**config.mk**
```make
export PLATFORM = sky130hd
export DESIGN_NAME = cpu_sequencer
export DESIGN_NICKNAME = d
export VERILOG_FILES = /design/src/rtl/cpu_sequencer.sv
export SDC_FILE = /design/constraint.sdc
export NUM_CORES = 1
export LEC_CHECK = 0
export BUFFER_PORTS_ARGS = -buffer_cell sky130_fd_sc_hd__buf_2
export CORE_ASPECT_RATIO = 1.1
export CORE_UTILIZATION = 55
export DETAILED_ROUTE_END_ITERATION = 10
export GPL_ROUTABILITY_DRIVEN = 0
export MAX_ROUTING_LAYER = met4
export PLACE_DENSITY = 0.82
export SYNTH_ARGS = -nofsm -noshare
export SYNTH_HDL_FRONTEND = slang
export SYNTH_SLANG_ARGS = --single-unit
```
**constraint.sdc**
```tcl
create_clock -name clk -period 4.5 [get_ports clk]
set_input_delay 0.675 -clock clk [delete_from_list [all_inputs] [get_ports clk]]
set_output_delay 0.675 -clock clk [all_outputs]
set_load 0.05 [all_outputs]
```
**src/rtl/cpu_sequencer.sv**
```systemverilog
// CPU control sequencer: start gate, register-load sweep, fetch/decode/execute/writeback
// handshakes, fetch timeout, halt/resume and sticky fault. Define CPU_SEQ_PERF_CNT_EN for counters.
module cpu_sequencer #(
    parameter int unsigned NUM_REGS      = 8,
    parameter int unsigned REG_IDX_W     = 3,
    parameter int unsigned PC_W          = 16,
    parameter int unsigned RESET_PC      = 0,
    parameter int unsigned FETCH_TIMEOUT = 15,
    parameter int unsigned CNT_W         = 32
) (
    input  logic                 clk,
    input  logic                 reset_n,
    input  logic                 start,
    input  logic                 fetch_ack,
    input  logic                 exec_done,
    input  logic                 halt_req,
    output logic [2:0]           state,
    output logic                 reg_load_en,
    output logic [REG_IDX_W-1:0] reg_load_idx,
    output logic                 fetch_req,
    output logic [PC_W-1:0]      pc,
    output logic                 exec_en,
    output logic                 wb_en,
    output logic                 busy,
    output logic                 halted,
    output logic                 fault
`ifdef CPU_SEQ_PERF_CNT_EN
    ,
    output logic [CNT_W-1:0]     cycle_cnt,
    output logic [CNT_W-1:0]     instr_cnt
`endif
);

    typedef enum logic [2:0] {
        StInit      = 3'd0,
        StLoadRegs  = 3'd1,
        StFetch     = 3'd2,
        StDecode    = 3'd3,
        StExecute   = 3'd4,
        StWriteback = 3'd5,
        StHalt      = 3'd6,
        StFault     = 3'd7
    } state_e;

    // Counter only needs to reach FETCH_TIMEOUT-1; the last miss goes straight to FAULT.
    localparam int unsigned ToW = (FETCH_TIMEOUT > 1) ? $clog2(FETCH_TIMEOUT) : 1;

    state_e               state_q, state_d;
    logic [REG_IDX_W-1:0] idx_q, idx_d;
    logic [ToW-1:0]       tcnt_q, tcnt_d;
    logic [PC_W-1:0]      pc_q, pc_d;
    logic                 halt_pend_q, halt_pend_d;

    logic busy_w;
    logic last_reg;
    logic timeout_hit;

    assign busy_w      = (state_q == StLoadRegs) || (state_q == StFetch) ||
                         (state_q == StDecode) || (state_q == StExecute) ||
                         (state_q == StWriteback);
    assign last_reg    = (32'(idx_q) == NUM_REGS - 1);
    assign timeout_hit = (FETCH_TIMEOUT != 0) && (32'(tcnt_q) == FETCH_TIMEOUT - 1);

    always_comb begin
        state_d     = state_q;
        idx_d       = idx_q;
        tcnt_d      = tcnt_q;
        pc_d        = pc_q;
        halt_pend_d = halt_pend_q;

        if (busy_w && halt_req) begin
            halt_pend_d = 1'b1;
        end

        case (state_q)
            StInit: begin
                if (start) begin
                    state_d = StLoadRegs;
                end
            end
            StLoadRegs: begin
                if (last_reg) begin
                    state_d = StFetch;
                    idx_d   = '0;
                end else begin
                    idx_d = idx_q + REG_IDX_W'(1);
                end
            end
            StFetch: begin
                // An ack on the limit cycle takes priority over the timeout.
                if (fetch_ack) begin
                    state_d = StDecode;
                    tcnt_d  = '0;
                end else if (timeout_hit) begin
                    state_d = StFault;
                    tcnt_d  = '0;
                end else if (FETCH_TIMEOUT != 0) begin
                    tcnt_d = tcnt_q + ToW'(1);
                end
            end
            StDecode: begin
                state_d = StExecute;
            end
            StExecute: begin
                if (exec_done) begin
                    state_d = StWriteback;
                end
            end
            StWriteback: begin
                pc_d = pc_q + PC_W'(1);
                // A request arriving in writeback itself still stops at this boundary.
                if (halt_pend_q || halt_req) begin
                    state_d     = StHalt;
                    halt_pend_d = 1'b0;
                end else begin
                    state_d = StFetch;
                end
            end
            StHalt: begin
                if (start) begin
                    state_d = StFetch;
                end
            end
            StFault: begin
                state_d = StFault;
            end
            default: begin
                state_d = StInit;
            end
        endcase
    end

    always_ff @(posedge clk) begin
        if (!reset_n) begin
            state_q     <= StInit;
            idx_q       <= '0;
            tcnt_q      <= '0;
            pc_q        <= PC_W'(RESET_PC);
            halt_pend_q <= 1'b0;
        end else begin
            state_q     <= state_d;
            idx_q       <= idx_d;
            tcnt_q      <= tcnt_d;
            pc_q        <= pc_d;
            halt_pend_q <= halt_pend_d;
        end
    end

    assign state        = state_q;
    assign reg_load_en  = (state_q == StLoadRegs);
    assign reg_load_idx = idx_q;
    assign fetch_req    = (state_q == StFetch);
    assign pc           = pc_q;
    assign exec_en      = (state_q == StExecute);
    assign wb_en        = (state_q == StWriteback);
    assign busy         = busy_w;
    assign halted       = (state_q == StHalt);
    assign fault        = (state_q == StFault);

`ifdef CPU_SEQ_PERF_CNT_EN
    logic [CNT_W-1:0] cycle_cnt_q;
    logic [CNT_W-1:0] instr_cnt_q;

    always_ff @(posedge clk) begin
        if (!reset_n) begin
            cycle_cnt_q <= '0;
            instr_cnt_q <= '0;
        end else begin
            if (busy_w) begin
                cycle_cnt_q <= cycle_cnt_q + CNT_W'(1);
            end
            if (state_q == StWriteback) begin
                instr_cnt_q <= instr_cnt_q + CNT_W'(1);
            end
        end
    end

    assign cycle_cnt = cycle_cnt_q;
    assign instr_cnt = instr_cnt_q;
`endif

endmodule

```
After elaboration in Yosys (flattened, before gate mapping)
Cells that the tools add are included.
{"block": "totals", "ff_bits": 27, "input_bits": 6, "out_inout_bits": 29, "word_cells": 44}
{"block": "classes", "n_addsub": 3, "n_eq_ne": 14, "mux": 14, "reduce_logical": 8}
{"op": "2-to-1 mux 3 bit", "n": 8}
{"op": "case mux 3 bit (8 select lines)", "n": 1}
{"op": "adder 16 x 1 -> 16 bit, second input constant", "n": 1}
{"op": "== test 3 bit, second input constant", "n": 5}
{"op": "2-to-1 mux 4 bit", "n": 2}
{"op": "== test 3 x 2 -> 1 bit, second input constant", "n": 2}
{"op": "!= test 2 bit, second input constant", "n": 3}
{"op": "logical OR 1 bit", "n": 5}
{"op": "AND reduction 5 bit", "n": 1}
{"op": "adder 4 x 1 -> 4 bit, second input constant", "n": 1}
{"op": "== test 4 bit, second input constant", "n": 1}
{"op": "adder 3 x 1 -> 3 bit, second input constant", "n": 1}
{"op": "== test 3 x 1 -> 1 bit, second input constant", "n": 1}
{"op": "zero test 3 bit", "n": 1}
{"op": "2-to-1 mux 1 bit", "n": 3}
{"op": "!= test 3 x 2 -> 1 bit, second input constant", "n": 1}
{"op": "!= test 2 x 1 -> 1 bit, second input constant", "n": 1}
{"op": "logical AND 1 bit", "n": 1}

Longest topological paths before layout
{"block": "logic_depth", "word_depth": 9, "ltp_mapped": 6, "depth_no_buf": 6}

Worst setup path after synthesis
Ideal clock, no wire load.
{"block": "synth_timing", "path_type": "flip-flop to output port", "start": "register state_q[2] (netlist: state[2])", "end": "output exec_en", "arrival_ns": 2.135, "required_time_ns": 3.825, "slack_ns": 1.690, "path_stages_with_launch": 3, "n_path_buf": 1, "path_cell_list": "dfxtp_1 > buf_2 > nor3b_1"}
{"block": "synth_between", "elab_chain_cells": 1}
{"element": "start, declared", "line": "48", "text": "state_e state_q, state_d;"}
{"element": "start signal, assigned", "line": "135", "text": "state_q <= StInit;"}
{"element": "start signal, assigned", "line": "141", "text": "state_q <= state_d;"}
{"element": "== test 3 bit", "line": "154", "text": "assign exec_en = (state_q == StExecute);"}
{"element": "end, declared", "line": "22", "text": "output logic exec_en,"}
No other way between the ends.

Worst setup path after layout
{"block": "layout_timing", "start": "register state_q[0] (netlist: state[0])", "end": "output reg_load_en"}
{"block": "layout_between", "elab_chain_cells": 1}
{"element": "== test 3 x 1 -> 1 bit", "line": "150", "text": "assign reg_load_en = (state_q == StLoadRegs);"}
{"element": "end, declared", "line": "18", "text": "output logic reg_load_en,"}
No other way between the ends.

==> results.toml <==
[worst_setup_path]
start_kind = "flip-flop"
r2r_slack_ns = 2.44
cp.required_ns = 3.83
crit_start = "state[0]$_SDFFE_PN0P_"
cp-endpoint = "reg_load_en"
worstPathMaxFanout = 16
timing.rr.end = "pc[15]$_SDFFE_PN0P_"
worstSetupEndpointType = "output port"
critical_path_class = "reg2out"
worstRegToRegCells = 4
r2r-start = "state[0]$_SDFFE_PN0P_"
cp.arrival_ns = 1.91

[route]
route.detailed.drc = 0
vias = 1253
drtAntennaViolNets = 0
first_iter_violations = 31
drt-total-wl_um = 2871
drt_first_pass_iters = 5
viasPerCell = 5.670
wl_per_cell_um = 12.99

[cts]
insertion_delay_ns = 0.32
cts_tree = "yes"
root_buffer = "clkbuf_4"
cts_resized = 0
clock-sinks = 27
cts-buffers-inserted = 3
cts.reportedPaths.clkPinSlew_ns = 0.15
postCtsSetupRepairBufs = 0
clockBufferDepth = 2
hold_buffers = 0
htree_levels = 1

[timing]
hold_viol_final = 0
min_period_ns = 2.583
fin_skew_ns = 0.007351
final-setup-viol-count = 0
fin_crit_sh_pct = 57.40
rsz0062_at_grt = "no"
slew_headroom_pct = 53.56
tightest_slew_ns = 0.6958
holdWs_ns = 0.4946
max_freq_ghz = 0.3872
drv_slew = 0
totalNegativeSetupSlack_ns = 0

[floorplan]
die_area_um2 = 2676
start_util_pct = 59.20
die_w_um = 49.42
pin_count = 35
core-area_um2 = 2297
fp-row-count = 18
dieHeight_um = 54.16

[synthesis]
ys_warn_count = 0
synth-seq-cells = 27
avgSynthCellArea_um2 = 8.448
synth_area_um2 = 1360
synthDistinctLibCells = 40
yosysSeqAreaShare_pct = 39.74
synthCells = 161
syn_nets = 172

[run_status]
status = "finished clean"

[power_and_ir_drop]
finalPower_uw = 488.0
powerDensity_nw_per_um2 = 312.0
ir_drop_v = 0.0003320
p_leak_uw = 0.0007081

[layout]
syn_to_final_growth_pct = 15.00
antenna_cells = 0
nets = 203
drive_gt1_share_pct = 23.56
n_fill_cell = 212
seq_area_um2 = 540.5
multi_input_area_um2 = 765.7

[global_route]
grt_pass1_wl_um = 4698
grt_overflow = 0
antenna_found_initial = 0
grt_max_degree = 23
gr-usage-all-layers_pct = 23.98
grt_pass1_vias = 1076

[worst_hold_path]
hp-class = "reg2reg"

[place]
io_buffers = 34
detailed_place_hpwl_um = 2031

[flow_run]
maxCapViolations = 0
[synthesized netlist by cell type]
| master | count | share of area [%] |
|---|---|---|
| a211oi_1 | 1 | 0.55 |
| a21o_1 | 1 | 0.55 |
| a21oi_1 | 13 | 4.8 |
| a221oi_1 | 1 | 0.64 |
| and2_1 | 1 | 0.46 |
| and3_1 | 2 | 0.92 |
| and3_2 | 1 | 0.55 |
| and3b_1 | 1 | 0.64 |
| and4_2 | 1 | 0.74 |
| and4b_1 | 1 | 0.74 |
| buf_2 | 1 | 0.37 |
| clkbuf_1 | 7 | 1.9 |
| dfxtp_1 | 27 | 40 |
| ha_1 | 5 | 4.6 |
| inv_1 | 6 | 1.7 |
| mux2_2 | 1 | 0.83 |
| mux2i_1 | 5 | 3.7 |
| nand2_1 | 15 | 4.1 |
| nand2b_1 | 4 | 1.8 |
| nand3_1 | 5 | 1.8 |
| nand4_1 | 4 | 1.8 |
| nand4_2 | 1 | 0.92 |
| nand4b_2 | 1 | 1.1 |
| nor2_1 | 17 | 4.7 |
| nor2b_1 | 1 | 0.46 |
| nor3_1 | 6 | 2.2 |
| nor3b_1 | 1 | 0.55 |
| nor4_1 | 4 | 1.8 |
| o21ai_0 | 6 | 2.2 |
| o21bai_1 | 1 | 0.55 |
| o31ai_1 | 1 | 0.55 |
| o32ai_1 | 1 | 0.64 |
| or3_1 | 3 | 1.4 |
| or3b_1 | 1 | 0.64 |
| or3b_2 | 1 | 0.64 |
| or4_1 | 1 | 0.55 |
| or4_4 | 1 | 0.83 |
| or4b_1 | 1 | 0.74 |
| xnor2_1 | 5 | 3.2 |
| xor2_1 | 5 | 3.2 |
[state kept, by name, summed over array words and instances (netlist names)]
signal,count
halt_pend_q,1
pc,16
reg_load_idx,3
state,3
tcnt_q,4
[cells by family (layout without fill, tap and decap cells)]
family          Yosys count  in the layout  share of synthesized area [%]
xor+xnor                 10             10                          6.439
fa+ha+maj                 5              5                          4.600
mux                       6              6                          4.508
simple gates             74             74                          30.27
flops                    27             27                          39.74
buf+inv                  14             44                          3.956
compound gates           25             25                          10.49
[power breakdown]
| part | internal (µW) | leakage, µW | switching, µW |
|---|---|---|---|
| logic | 32.2 | 0.000472 | 86.0 |
| clock network | 33.2 | 0.0000177 | 71.0 |
| registers | 248 | 0.000218 | 17.2 |
[how the worst min path moves through the flow]
stage,slack [ns],cells past startpoint,end,start
final,0.49,2,pc[14]$_SDFFE_PN0P_,pc[14]$_SDFFE_PN0P_
after global routing,0.52,2,reg_load_idx[1]$_SDFFE_PN0P_,reg_load_idx[1]$_SDFFE_PN0P_
after CTS,0.50,2,reg_load_idx[2]$_SDFFE_PN0P_,reg_load_idx[2]$_SDFFE_PN0P_
after detailed placement,0.48,2,reg_load_idx[1]$_SDFFE_PN0P_,reg_load_idx[1]$_SDFFE_PN0P_
after global placement,0.47,2,pc[14]$_SDFFE_PN0P_,pc[14]$_SDFFE_PN0P_
after floorplan,0.48,2,tcnt_q[2]$_SDFFE_PN0P_,tcnt_q[2]$_SDFFE_PN0P_
[critical path, stage by stage (launching register included)]
cell and delay [ns]:
dfxtp_1 0.62, or3b_2 0.57, inv_1 0.14, buf_2 0.27
[layout by cell type, fill, tap and decap left out, types with 2 or more instances in the layout]
master and instances:
buf_2 34, dfxtp_1 27, nor2_1 17, nand2_1 15
a21oi_1 13, inv_1 6, nor3_1 6, o21ai_0 6
nand3_1 5, mux2i_1 5, xor2_1 5, xnor2_1 5
ha_1 5, nand2b_1 4, nand4_1 4, nor4_1 4
or3_1 3, clkbuf_4 3, and3_1 2
[stage by stage]
stage | instances | area (µm²) | setup slack, ns | utilization (%)
3_5_place_dp | 217 | 1536 | 2.302 | 66.88
6_report | 221 | 1564 | 1.917 | 68.08
4_1_cts | 221 | 1564 | 1.924 | 68.08
5_1_grt | 221 | 1564 | 1.829 | 68.08
3_3_place_gp | 217 | 1536 | 2.370 | 66.88
2_1_floorplan | 161 | 1360 | 1.690 | -
[routing by layer]
layer	track usage (%)	routed length [µm]
met3	3.672	92
met1	27.75	1340
met2	43.61	1414
met4	6.667	23
met5	-	0
[final cells by class]
class                      instances  area share, %
multi-input combinational        120          48.96
clock inverter                     1         0.3200
tap                               30          2.400
sequential                        27          34.56
inverter                           6          1.440
timing repair buffer              34          10.88
clock buffer                       3          1.440
(Power assumes the default switching activity.)
